===== src/rtl/enc_pkg.sv =====
// rtl/enc_pkg.sv - operation selects, MIPS opcode/funct codes, FSM and format enums for instr_encoder
package enc_pkg;

  typedef enum logic [5:0] {
    ENC_ADD, ENC_ADDU, ENC_SUB, ENC_SUBU, ENC_MADD, ENC_MADDU, ENC_MUL,
    ENC_AND, ENC_OR, ENC_XOR, ENC_NOR, ENC_SLT,
    ENC_SLL, ENC_SRL, ENC_SRA, ENC_SLA, ENC_JR,
    ENC_ADDI, ENC_ADDIU, ENC_SLTI, ENC_SEQ, ENC_ANDI, ENC_ORI, ENC_XORI, ENC_LUI,
    ENC_LW, ENC_SW, ENC_BEQ, ENC_BNE, ENC_BGT, ENC_BGTE, ENC_BLE, ENC_BLEQ,
    ENC_BLEU, ENC_BGTU, ENC_J, ENC_JAL, ENC_HALT,
    ENC_LI, ENC_MOVE, ENC_NOP
  } op_t;

  typedef enum logic [1:0] {IDLE, OUT1, OUT2A} state_t;

  typedef enum logic [1:0] {FMT_R, FMT_I, FMT_J, FMT_PSEUDO} fmt_t;

  localparam logic [5:0] F_ADD   = 6'd32;
  localparam logic [5:0] F_ADDU  = 6'd33;
  localparam logic [5:0] F_SUB   = 6'd34;
  localparam logic [5:0] F_SUBU  = 6'd35;
  localparam logic [5:0] F_MADD  = 6'd28;
  localparam logic [5:0] F_MADDU = 6'd29;
  localparam logic [5:0] F_MUL   = 6'd30;
  localparam logic [5:0] F_AND   = 6'd36;
  localparam logic [5:0] F_OR    = 6'd37;
  localparam logic [5:0] F_XOR   = 6'd38;
  localparam logic [5:0] F_NOR   = 6'd39;
  localparam logic [5:0] F_SLT   = 6'd42;
  localparam logic [5:0] F_SLL   = 6'd0;
  localparam logic [5:0] F_SRL   = 6'd2;
  localparam logic [5:0] F_SRA   = 6'd3;
  localparam logic [5:0] F_SLA   = 6'd4;
  localparam logic [5:0] F_JR    = 6'd8;

  localparam logic [5:0] OP_ADDI  = 6'd8;
  localparam logic [5:0] OP_ADDIU = 6'd9;
  localparam logic [5:0] OP_SLTI  = 6'd10;
  localparam logic [5:0] OP_SEQ   = 6'd11;
  localparam logic [5:0] OP_ANDI  = 6'd12;
  localparam logic [5:0] OP_ORI   = 6'd13;
  localparam logic [5:0] OP_XORI  = 6'd14;
  localparam logic [5:0] OP_LUI   = 6'd15;
  localparam logic [5:0] OP_LW    = 6'd35;
  localparam logic [5:0] OP_SW    = 6'd43;
  localparam logic [5:0] OP_BEQ   = 6'd4;
  localparam logic [5:0] OP_BNE   = 6'd5;
  localparam logic [5:0] OP_BGT   = 6'd24;
  localparam logic [5:0] OP_BGTE  = 6'd25;
  localparam logic [5:0] OP_BLE   = 6'd26;
  localparam logic [5:0] OP_BLEQ  = 6'd27;
  localparam logic [5:0] OP_BLEU  = 6'd28;
  localparam logic [5:0] OP_BGTU  = 6'd29;
  localparam logic [5:0] OP_J     = 6'd2;
  localparam logic [5:0] OP_JAL   = 6'd3;
  localparam logic [5:0] OP_HALT  = 6'd63;

endpackage


===== src/rtl/instr_field_pack.sv =====
// rtl/instr_field_pack.sv - combinational map from op_sel and fields to one or two instruction words
module instr_field_pack
  import enc_pkg::*;
#(
  parameter int LI_SHORTEN = 1
) (
  input  logic [5:0]  op_sel,
  input  logic [4:0]  rs,
  input  logic [4:0]  rt,
  input  logic [4:0]  rd,
  input  logic [4:0]  shamt,
  input  logic [31:0] imm,
  input  logic [25:0] target,
  output logic [31:0] word1,
  output logic [31:0] word2,
  output logic        two_words,
  output logic        illegal
);

  fmt_t       fmt;
  logic [5:0] code;
  logic [4:0] f_rs;
  logic [4:0] f_rt;
  logic [4:0] f_rd;
  logic [4:0] f_sh;

  always_comb begin
    fmt       = FMT_R;
    code      = 6'd0;
    f_rs      = rs;
    f_rt      = rt;
    f_rd      = rd;
    f_sh      = shamt;
    word1     = 32'd0;
    word2     = 32'd0;
    two_words = 1'b0;
    illegal   = 1'b0;

    // code holds funct for R-type and the primary opcode otherwise
    case (op_sel)
      ENC_ADD:   code = F_ADD;
      ENC_ADDU:  code = F_ADDU;
      ENC_SUB:   code = F_SUB;
      ENC_SUBU:  code = F_SUBU;
      ENC_MADD:  code = F_MADD;
      ENC_MADDU: code = F_MADDU;
      ENC_MUL:   code = F_MUL;
      ENC_AND:   code = F_AND;
      ENC_OR:    code = F_OR;
      ENC_XOR:   code = F_XOR;
      ENC_NOR:   code = F_NOR;
      ENC_SLT:   code = F_SLT;
      ENC_SLL:   begin code = F_SLL; f_rs = 5'd0; end
      ENC_SRL:   begin code = F_SRL; f_rs = 5'd0; end
      ENC_SRA:   begin code = F_SRA; f_rs = 5'd0; end
      ENC_SLA:   begin code = F_SLA; f_rs = 5'd0; end
      ENC_JR:    begin code = F_JR; f_rt = 5'd0; f_rd = 5'd0; f_sh = 5'd0; end
      ENC_MOVE:  begin code = F_ADDU; f_rt = 5'd0; f_sh = 5'd0; end
      ENC_ADDI:  begin fmt = FMT_I; code = OP_ADDI; end
      ENC_ADDIU: begin fmt = FMT_I; code = OP_ADDIU; end
      ENC_SLTI:  begin fmt = FMT_I; code = OP_SLTI; end
      ENC_SEQ:   begin fmt = FMT_I; code = OP_SEQ; end
      ENC_ANDI:  begin fmt = FMT_I; code = OP_ANDI; end
      ENC_ORI:   begin fmt = FMT_I; code = OP_ORI; end
      ENC_XORI:  begin fmt = FMT_I; code = OP_XORI; end
      ENC_LUI:   begin fmt = FMT_I; code = OP_LUI; f_rs = 5'd0; end
      ENC_LW:    begin fmt = FMT_I; code = OP_LW; end
      ENC_SW:    begin fmt = FMT_I; code = OP_SW; end
      ENC_BEQ:   begin fmt = FMT_I; code = OP_BEQ; end
      ENC_BNE:   begin fmt = FMT_I; code = OP_BNE; end
      ENC_BGT:   begin fmt = FMT_I; code = OP_BGT; end
      ENC_BGTE:  begin fmt = FMT_I; code = OP_BGTE; end
      ENC_BLE:   begin fmt = FMT_I; code = OP_BLE; end
      ENC_BLEQ:  begin fmt = FMT_I; code = OP_BLEQ; end
      ENC_BLEU:  begin fmt = FMT_I; code = OP_BLEU; end
      ENC_BGTU:  begin fmt = FMT_I; code = OP_BGTU; end
      ENC_J:     begin fmt = FMT_J; code = OP_J; end
      ENC_JAL:   begin fmt = FMT_J; code = OP_JAL; end
      ENC_HALT, ENC_LI, ENC_NOP: fmt = FMT_PSEUDO;
      default: begin fmt = FMT_PSEUDO; illegal = 1'b1; end
    endcase

    case (fmt)
      FMT_R: word1 = {6'd0, f_rs, f_rt, f_rd, f_sh, code};
      FMT_I: word1 = {code, f_rs, f_rt, imm[15:0]};
      FMT_J: word1 = {code, target};
      default: begin
        if (op_sel == ENC_HALT) begin
          word1 = {OP_HALT, 26'd0};
        end else if (op_sel == ENC_LI) begin
          // a zero half lets LI collapse to a single ORI or LUI
          if (LI_SHORTEN != 0 && imm[31:16] == 16'd0) begin
            word1 = {OP_ORI, 5'd0, rt, imm[15:0]};
          end else if (LI_SHORTEN != 0 && imm[15:0] == 16'd0) begin
            word1 = {OP_LUI, 5'd0, rt, imm[31:16]};
          end else begin
            word1     = {OP_LUI, 5'd0, rt, imm[31:16]};
            word2     = {OP_ORI, rt, rt, imm[15:0]};
            two_words = 1'b1;
          end
        end
      end
    endcase
  end

endmodule


===== src/rtl/instr_encoder.sv =====
// rtl/instr_encoder.sv - instruction encoder FSM and output register; INSTR_ENCODER_COUNT_EN adds word/error counters
module instr_encoder
  import enc_pkg::*;
#(
  parameter int LI_SHORTEN = 1
) (
  input  logic        clk,
  input  logic        rst,
  input  logic        in_valid,
  output logic        in_ready,
  input  logic [5:0]  op_sel,
  input  logic [4:0]  rs,
  input  logic [4:0]  rt,
  input  logic [4:0]  rd,
  input  logic [4:0]  shamt,
  input  logic [31:0] imm,
  input  logic [25:0] target,
  output logic        out_valid,
  input  logic        out_ready,
  output logic [31:0] out_instr,
`ifdef INSTR_ENCODER_COUNT_EN
  output logic        err,
  output logic [31:0] words_out,
  output logic [15:0] err_count
`else
  output logic        err
`endif
);

  state_t      state;
  logic [31:0] pending;
  logic [31:0] word1;
  logic [31:0] word2;
  logic        two_words;
  logic        illegal;
  logic        accept;

  instr_field_pack #(.LI_SHORTEN(LI_SHORTEN)) u_pack (
    .op_sel    (op_sel),
    .rs        (rs),
    .rt        (rt),
    .rd        (rd),
    .shamt     (shamt),
    .imm       (imm),
    .target    (target),
    .word1     (word1),
    .word2     (word2),
    .two_words (two_words),
    .illegal   (illegal)
  );

  assign in_ready = (state == IDLE) | ((state == OUT1) & out_ready);
  assign accept   = in_valid & in_ready;

  always_ff @(posedge clk) begin
    if (rst) begin
      state     <= IDLE;
      out_valid <= 1'b0;
      out_instr <= 32'd0;
      pending   <= 32'd0;
      err       <= 1'b0;
    end else begin
      err <= 1'b0;
      case (state)
        IDLE, OUT1: begin
          if (accept) begin
            if (illegal) begin
              err       <= 1'b1;
              out_valid <= 1'b0;
              state     <= IDLE;
            end else begin
              out_instr <= word1;
              out_valid <= 1'b1;
              pending   <= word2;
              state     <= two_words ? OUT2A : OUT1;
            end
          end else if (state == OUT1 && out_ready) begin
            out_valid <= 1'b0;
            state     <= IDLE;
          end
        end
        OUT2A: begin
          if (out_ready) begin
            out_instr <= pending;
            state     <= OUT1;
          end
        end
        default: state <= IDLE;
      endcase
    end
  end

`ifdef INSTR_ENCODER_COUNT_EN
  always_ff @(posedge clk) begin
    if (rst) begin
      words_out <= 32'd0;
      err_count <= 16'd0;
    end else begin
      if (out_valid && out_ready) words_out <= words_out + 32'd1;
      if (accept && illegal && err_count != 16'hFFFF) err_count <= err_count + 16'd1;
    end
  end
`endif

endmodule

===== config.mk =====
export PLATFORM = sky130hd
export DESIGN_NAME = instr_encoder
export DESIGN_NICKNAME = d
export VERILOG_FILES = /design/src/rtl/enc_pkg.sv /design/src/rtl/instr_field_pack.sv /design/src/rtl/instr_encoder.sv
export SDC_FILE = /design/constraint.sdc
export NUM_CORES = 1
export LEC_CHECK = 0
export CAP_MARGIN = 25
export CORE_ASPECT_RATIO = 1.5
export CORE_MARGIN = 2
export CORE_UTILIZATION = 44
export CTS_BUF_LIST = sky130_fd_sc_hd__clkbuf_4 sky130_fd_sc_hd__clkbuf_8 sky130_fd_sc_hd__clkbuf_16
export CTS_CLUSTER_DIAMETER = 100
export DETAILED_ROUTE_END_ITERATION = 8
export PLACE_DENSITY = 0.84
export SYNTH_ARGS = -nofsm -noshare
export SYNTH_HDL_FRONTEND = slang
export SYNTH_HIERARCHICAL = 1
export SYNTH_SLANG_ARGS = --single-unit

===== constraint.sdc =====
create_clock -name clk -period 2.7 [get_ports clk]
set_input_delay 0.81 -clock clk [delete_from_list [all_inputs] [get_ports clk]]
set_output_delay 0.81 -clock clk [all_outputs]
set_load 0.02 [all_outputs]

; Yosys cells after proc, flatten, opt, wreduce, memory -nomap -nowiden
; Index checks and enable logic that the tools add are counted.
[classes]
bitwise_logic = 5
magnitude_cmp = 0
n_div = 0
mux = 34
eq_ne = 48
reduce_logical = 29
n_addsub = 0
shift = 0
n_mul = 0
[ops]
columns = op, n
row1 = two-way mux 32 bit, 9
row2 = case mux 6 bit (29 select lines), 1
row3 = "equality test 6 x 5 -> 1 bit, second input constant", 16
row4 = case mux 32 bit (3 select lines), 1
row5 = case mux 32 bit (2 select lines), 1
row6 = "equality test 6 bit, second input constant", 9
row7 = "equality test 6 x 4 -> 1 bit, second input constant", 8
row8 = OR reduction 41 bit, 1
row9 = OR reduction 18 bit, 2
row10 = zero test 16 bit, 2
row11 = two-way mux 30 bit, 1
row12 = two-way mux 28 bit, 1
row13 = "equality test 6 x 3 -> 1 bit, second input constant", 4
row14 = OR reduction 2 bit, 11
row15 = two-way mux 5 bit, 4
row16 = "equality test 6 x 2 -> 1 bit, second input constant", 2
row17 = two-way mux 2 bit, 5
row18 = two-way mux 1 bit, 9
row19 = "equality test 6 x 1 -> 1 bit, second input constant", 1
row20 = zero test 6 bit, 1
row21 = "inequality test 2 bit, second input constant", 3
row22 = case mux 2 bit (3 select lines), 1
row23 = OR reduction 3 bit, 2
row24 = OR reduction 5 bit, 1
row25 = other kinds (13), 20
[word_totals]
romBits = 0
out_inout_bits = 35
memories = 0
ff_bits = 68
inputBits = 88
ramBits = 0
latch_bits = 0

; Longest topological paths before layout
[logic_depth]
depth_word = 10
ltp_mapped = 10

; Hierarchy
; Netlist, hierarchy kept.
[modules_own_cells]
columns = mod, seq_area_each_um2, n_inst, area_per_inst_um2, cells_per_inst
row1 = instr_encoder, 1361.3, 1, 3064.2, 323
row2 = instr_field_pack, 0.0, 1, 1290.0, 183

; Worst setup path after synthesis
; Ideal clock, no wire load.
[synth_timing]
path_kind = input to register
start = input op_sel[0]
end = register out_instr[4]
slack_ps = -127
arrival_time_ps = 2691
cell_stages = 10
n_path_buf = 4
cell_sequence = buf_2 buf_1 or2_2 o21ai_0 a21oi_1 and4bb_2 buf_4 buf_2 nor4_1 a211oi_2
[synth_between]
elab_chain_cells = 8
[synth_lines]
columns = item, line_no
row1 = start: declaration, instr_encoder.sv:11  ; input logic [5:0] op_sel,
row2 = equality test 6 x 5 -> 1 bit (tied with other cells), instr_field_pack.sv:40  ; case (op_sel)
row3 = OR reduction 18 bit (no line) / OR reduction 2 bit (equally long branches), -
row4 = case mux 2 bit (3 select lines), instr_field_pack.sv:40
row5 = equality test 2 bit (tied with other cells), instr_field_pack.sv:83  ; case (fmt)
row6 = case mux 32 bit (3 select lines), instr_field_pack.sv:83
row7 = two-way mux 32 bit, instr_encoder.sv:67  ; if (illegal) begin
row8 = two-way mux 32 bit, instr_encoder.sv:66  ; if (accept) begin
row9 = case mux 32 bit (2 select lines), instr_encoder.sv:64  ; case (state)
row10 = end signal: assignment, instr_encoder.sv:72  ; out_instr <= word1;
row11 = end signal: assignment, instr_encoder.sv:84  ; out_instr <= pending;
row12 = end: declaration, instr_encoder.sv:20  ; output logic [31:0] out_instr,
; Parallel ways exist; a longest one is shown, timed or not. The select of a mux whose other input is x is not followed.
; A chain may end at the register's enable or synchronous reset.

; Final worst setup path
[layout_timing]
start = input op_sel[1]
end = register out_instr[2]
[layout_between]
elab_chain_cells = 8
[layout_lines]
columns = item, line_no
row1 = equality test 6 x 5 -> 1 bit (tied with other cells), instr_field_pack.sv:40
row2 = OR reduction 18 bit (no line) / OR reduction 2 bit (equally long branches), -
row3 = case mux 2 bit (3 select lines), instr_field_pack.sv:40
row4 = equality test 2 bit (tied with other cells), instr_field_pack.sv:83
row5 = case mux 32 bit (3 select lines) *, instr_field_pack.sv:83
row6 = via word1[2], instr_encoder.sv:32  ; logic [31:0] word1;
row7 = two-way mux 32 bit *, instr_encoder.sv:67
row8 = two-way mux 32 bit *, instr_encoder.sv:66
row9 = case mux 32 bit (2 select lines) *, instr_encoder.sv:64
; The timed path passes the listed nets; every way through them passes the cells marked *. The select of a mux whose other input is x is not followed.

==> Flow_metrics.wiki <==
{| class="wikitable"
! Metric !! Value
|-
| Placement Cell Area || 6020 µm²
|-
| Vertical die dimension || 126 µm
|-
| Vias post-DR || 4838
|-
| Number of warnings printed during yosys synthesis || 6
|-
| Remaining global-route overflow || 0
|-
| Final non-filler cell area || 6400 µm²
|-
| DRC Markers || 0
|-
| Number of antenna violations at the first check in global routing || 0
|-
| Critical path fanouts, max || 16
|-
| Top flip-flop cell by instance count after synthesis || dfxtp_1
|-
| DRT iter0 DRCs || 395
|-
| Quantity of hold-fixing buffers added after cts || 0
|-
| Final cell count without fillers || 775
|-
| Total detailed-routing wirelength || 15.1 mm
|-
| Cell family with most CP delay || compound AO/OA/AOI/OAI gates
|-
| CP cell instances || dlygate4sd2_1 > buf_4 > or4_4 > a21oi_4 > o32ai_2 > buf_12 > a221o_1 > mux2i_1 > a211oi_1
|-
| Dpl hpwl || ~11 mm
|-
| Final Hold Fails || 0
|-
| Count of antenna-violating nets left after detailed routing || 0
|-
| Setup repair after global routing missed its margin || true
|-
| Clock skew || 3.59 ps
|-
| Initial Utilization || 0.452
|-
| Maximum clock rate || ~370 MHz
|-
| Signed area change from the synthesized netlist to the final layout || 46.9%
|-
| Sequential element share of the synthesized area || 0.313
|-
| Final period demand of the worst path || approximately 2700 ps
|-
| Pin count of the biggest net entering global routing || 49
|-
| Number of inserted diodes || 0
|-
| Unique masters post-synth || 63
|-
| Slowest Stage Delay on Critical Path || 560 ps
|-
| 1st-pass router iterations || 5
|-
| Worst setup SP type || input port
|-
| Number of port buffers || between 100 and 150
|-
| H-Tree Depth || 3
|-
| Share of final-layout standard cells stronger than drive strength 1 || 0.197
|-
| Fill cell total of the finished layout || 784
|-
| Fraction of registers with async set or reset after synthesis || 0
|-
| Area occupied by multi-input gates || about 2600 µm²
|-
| Class of the most critical setup path || input port to register
|-
| Cell count after synthesis || 506
|-
| Core footprint || between 9000 and 10000 µm²
|-
| Post-synthesis instance area || ~4400 µm²
|-
| Worst path buffer plus inverter count || 3
|-
| # Max-Cap Violations || 0
|-
| Slew at the pin closest to its max-slew limit || 631 ps
|-
| Via count of the first global-routing pass || 4866
|-
| Wire length of the first global-routing pass || 23.5 mm
|-
| GRT Util Overall || 0.270
|-
| Layout Nets || roughly 740
|-
| Worst endpoint data arrival time || 2880 ps
|-
| Drt via density || 6.24
|-
| Status || complete, no violations
|-
| Die Footprint || around 11000 µm²
|-
| Category of the worst setup path capture point || register
|-
| Area used by sequential logic in the layout || 1360 µm²
|-
| Global placer's final weighted congestion || 0.995
|-
| Clk buf depth || 2
|-
| Clock slew at reported path FFs || approximately 50 ps
|-
| CTS tree || done
|-
| Static Leak || 2.62 nW
|-
| Core utilization of the finished layout || 0.664
|-
| Clock root buffer master || clkbuf_16
|-
| Placed instance count || 757
|-
| Number of enable-type register cells in the synthesized netlist || 0
|-
| Slowest stage cell on the critical path || or4_4
|-
| Headroom to the max-slew limit || 0.579
|-
| Final Setup Violations || 0
|-
| Post-DR wirelength/cell || roughly 20 µm
|-
| Fin crit share || 0.993
|-
| Horizontal extent of the die || around 85 µm
|-
| Peak supply drop || about 0.41 mV
|-
| Data required, critical path || 2890 ps
|-
| Worst-Skew Late Latency || 330 ps
|-
| Inserted Clock Buffers || 9
|-
| Final max-slew violation count || 0
|-
| HP Class || register to register
|-
| I/O pins || 123
|-
| Average cell area after synthesis || 8.61 µm²
|-
| Post-synthesis sequential element count || 68
|-
| Number of rows created at floorplan || 44
|-
| Power density relative to cell area || 485 nW/µm²
|-
| Clock sink count || 68
|}
cells in the final DEF (no fill, tap or decap), drive strengths merged, types with 3 or more instances in the layout:
master | Yosys | routed
a221o | 16 | 16
conb | 1 | 3
dlymetal6s2s | 0 | 5
and2 | 22 | 22
buf | 44 | 84
dfxtp | 68 | 68
or2 | 3 | 3
nand2b | 7 | 7
inv | 3 | 3
o21ai | 40 | 40
clkinv | 1 | 4
nor3 | 4 | 4
nor2 | 12 | 12
mux2i | 33 | 33
clkdlybuf4s50 | 0 | 113
clkbuf | 25 | 12
xnor2 | 4 | 4
nand2 | 8 | 8
nor4 | 42 | 42
nand3 | 34 | 34
dlygate4sd2 | 0 | 3
a21oi | 43 | 43
a211oi | 32 | 32
a22o | 24 | 24
cell type report:
type | instances | area share
Sequential cell | 68 | 0.213
Multi-Input combinational cell | 367 | 0.407
Tap cell | 115 | 0.0225
Timing Repair Buffer | 205 | 0.308
Inverter | 4 | 0.00235
Clock inverter | 4 | 0.00763
Clock buffer | 12 | 0.0397
logic make-up after synthesis:
logic type             count (synthesis)  share of synthesized area
XOR/XNOR                               5                     0.0101
other                                  1                   0.000861
AND/OR/NAND/NOR                      150                      0.207
multiplexers                          33                     0.0759
flip-flops                            68                      0.313
buffers and inverters                 73                      0.105
AO/OA/AOI/OAI                        176                      0.288
synthesized netlist by cell type (2+ instances only):
cell / count / share of area
a211oi_2: 7 / 0.020
nand2_1: 8 / 0.0069
a221oi_1: 2 / 0.0040
a211o_1: 2 / 0.0040
and2_1: 22 / 0.032
o21ai_0: 40 / 0.046
a22oi_1: 2 / 0.0034
mux2i_1: 33 / 0.076
dfxtp_1: 68 / 0.31
a21oi_1: 41 / 0.047
clkbuf_4: 2 / 0.0034
nand3b_1: 2 / 0.0034
buf_4: 14 / 0.024
xnor2_1: 4 / 0.0080
nand4bb_1: 2 / 0.0052
a221o_1: 16 / 0.037
nor2_1: 11 / 0.0095
buf_12: 2 / 0.0092
or3b_2: 2 / 0.0040
a21o_1: 2 / 0.0034
nor3_1: 4 / 0.0046
inv_1: 3 / 0.0026
buf_1: 4 / 0.0034
nand3_1: 33 / 0.038
a211oi_1: 25 / 0.043
buf_6: 8 / 0.021
nand2b_1: 7 / 0.010
nor2b_1: 2 / 0.0029
a22o_1: 24 / 0.048
nand4_1: 2 / 0.0029
nor4_1: 42 / 0.060
or2_2: 3 / 0.0043
buf_2: 15 / 0.017
clkbuf_1: 23 / 0.020
flip-flops by register name (all words and copies together) (netlist names):
signal,cells
pending,32
out_valid,1
state,2
out_instr,32
err,1
worst register-to-register path, stage by stage, from the launching register on:
cell	delay (ps)
dfxtp_1	580
nand2b_2	470
buf_4	360
mux2i_1	130
a211oi_1	240
path summary, 6_finish.rpt:
| kind | startpoint | endpoint | slack (ps) | cells after the start |
|---|---|---|---|---|
| setup reg to reg | state[1] | out_instr[14] | 820 | 4 |
| hold / removal | pending[11] | pending[11] | 470 | 2 |
| setup / recovery | op_sel[1] | out_instr[2] | 20 | 9 |
| hold reg to reg | pending[11] | pending[11] | 470 | 2 |
power by group:
group          leakage (nW)  switching (mW)  total (mW)  internal (mW)
logic                  1.91           0.395       0.819          0.424
registers             0.556          0.0361        1.10           1.06
clock network         0.153           0.426        1.18          0.758
per-layer routing:
layer,part of all wire,global-route usage,vias to the layer above
li1,-,-,2239
met1,0.38,0.293,2308
met2,0.52,0.495,236
met3,0.057,0.0341,55
met4,0.043,0.152,0
met5,0,0,-
per-stage QoR:
step | setup TNS, ps | power [mW] | hold WS, ps | setup slack, ps
CTS | -3.77 | 3.10 | 466 | -3.77
detailed placement | -21780 | 1.92 | 459 | -411
finish | 0 | 3.10 | 469 | 17.9
global route | -66.7 | 3.21 | 483 | -30.4
global placement | -19580 | 1.90 | 452 | -383
floorplan | 0 | 1.53 | 447 | 37.2
timing repair:
item / in CTS / in global routing
resized for setup: 6 / 14
pin swaps: 2 / 8
setup endpoints to repair: 26 / 32
setup buffers: 0 / 2
Note: power is estimated with default switching activity, not from simulation.
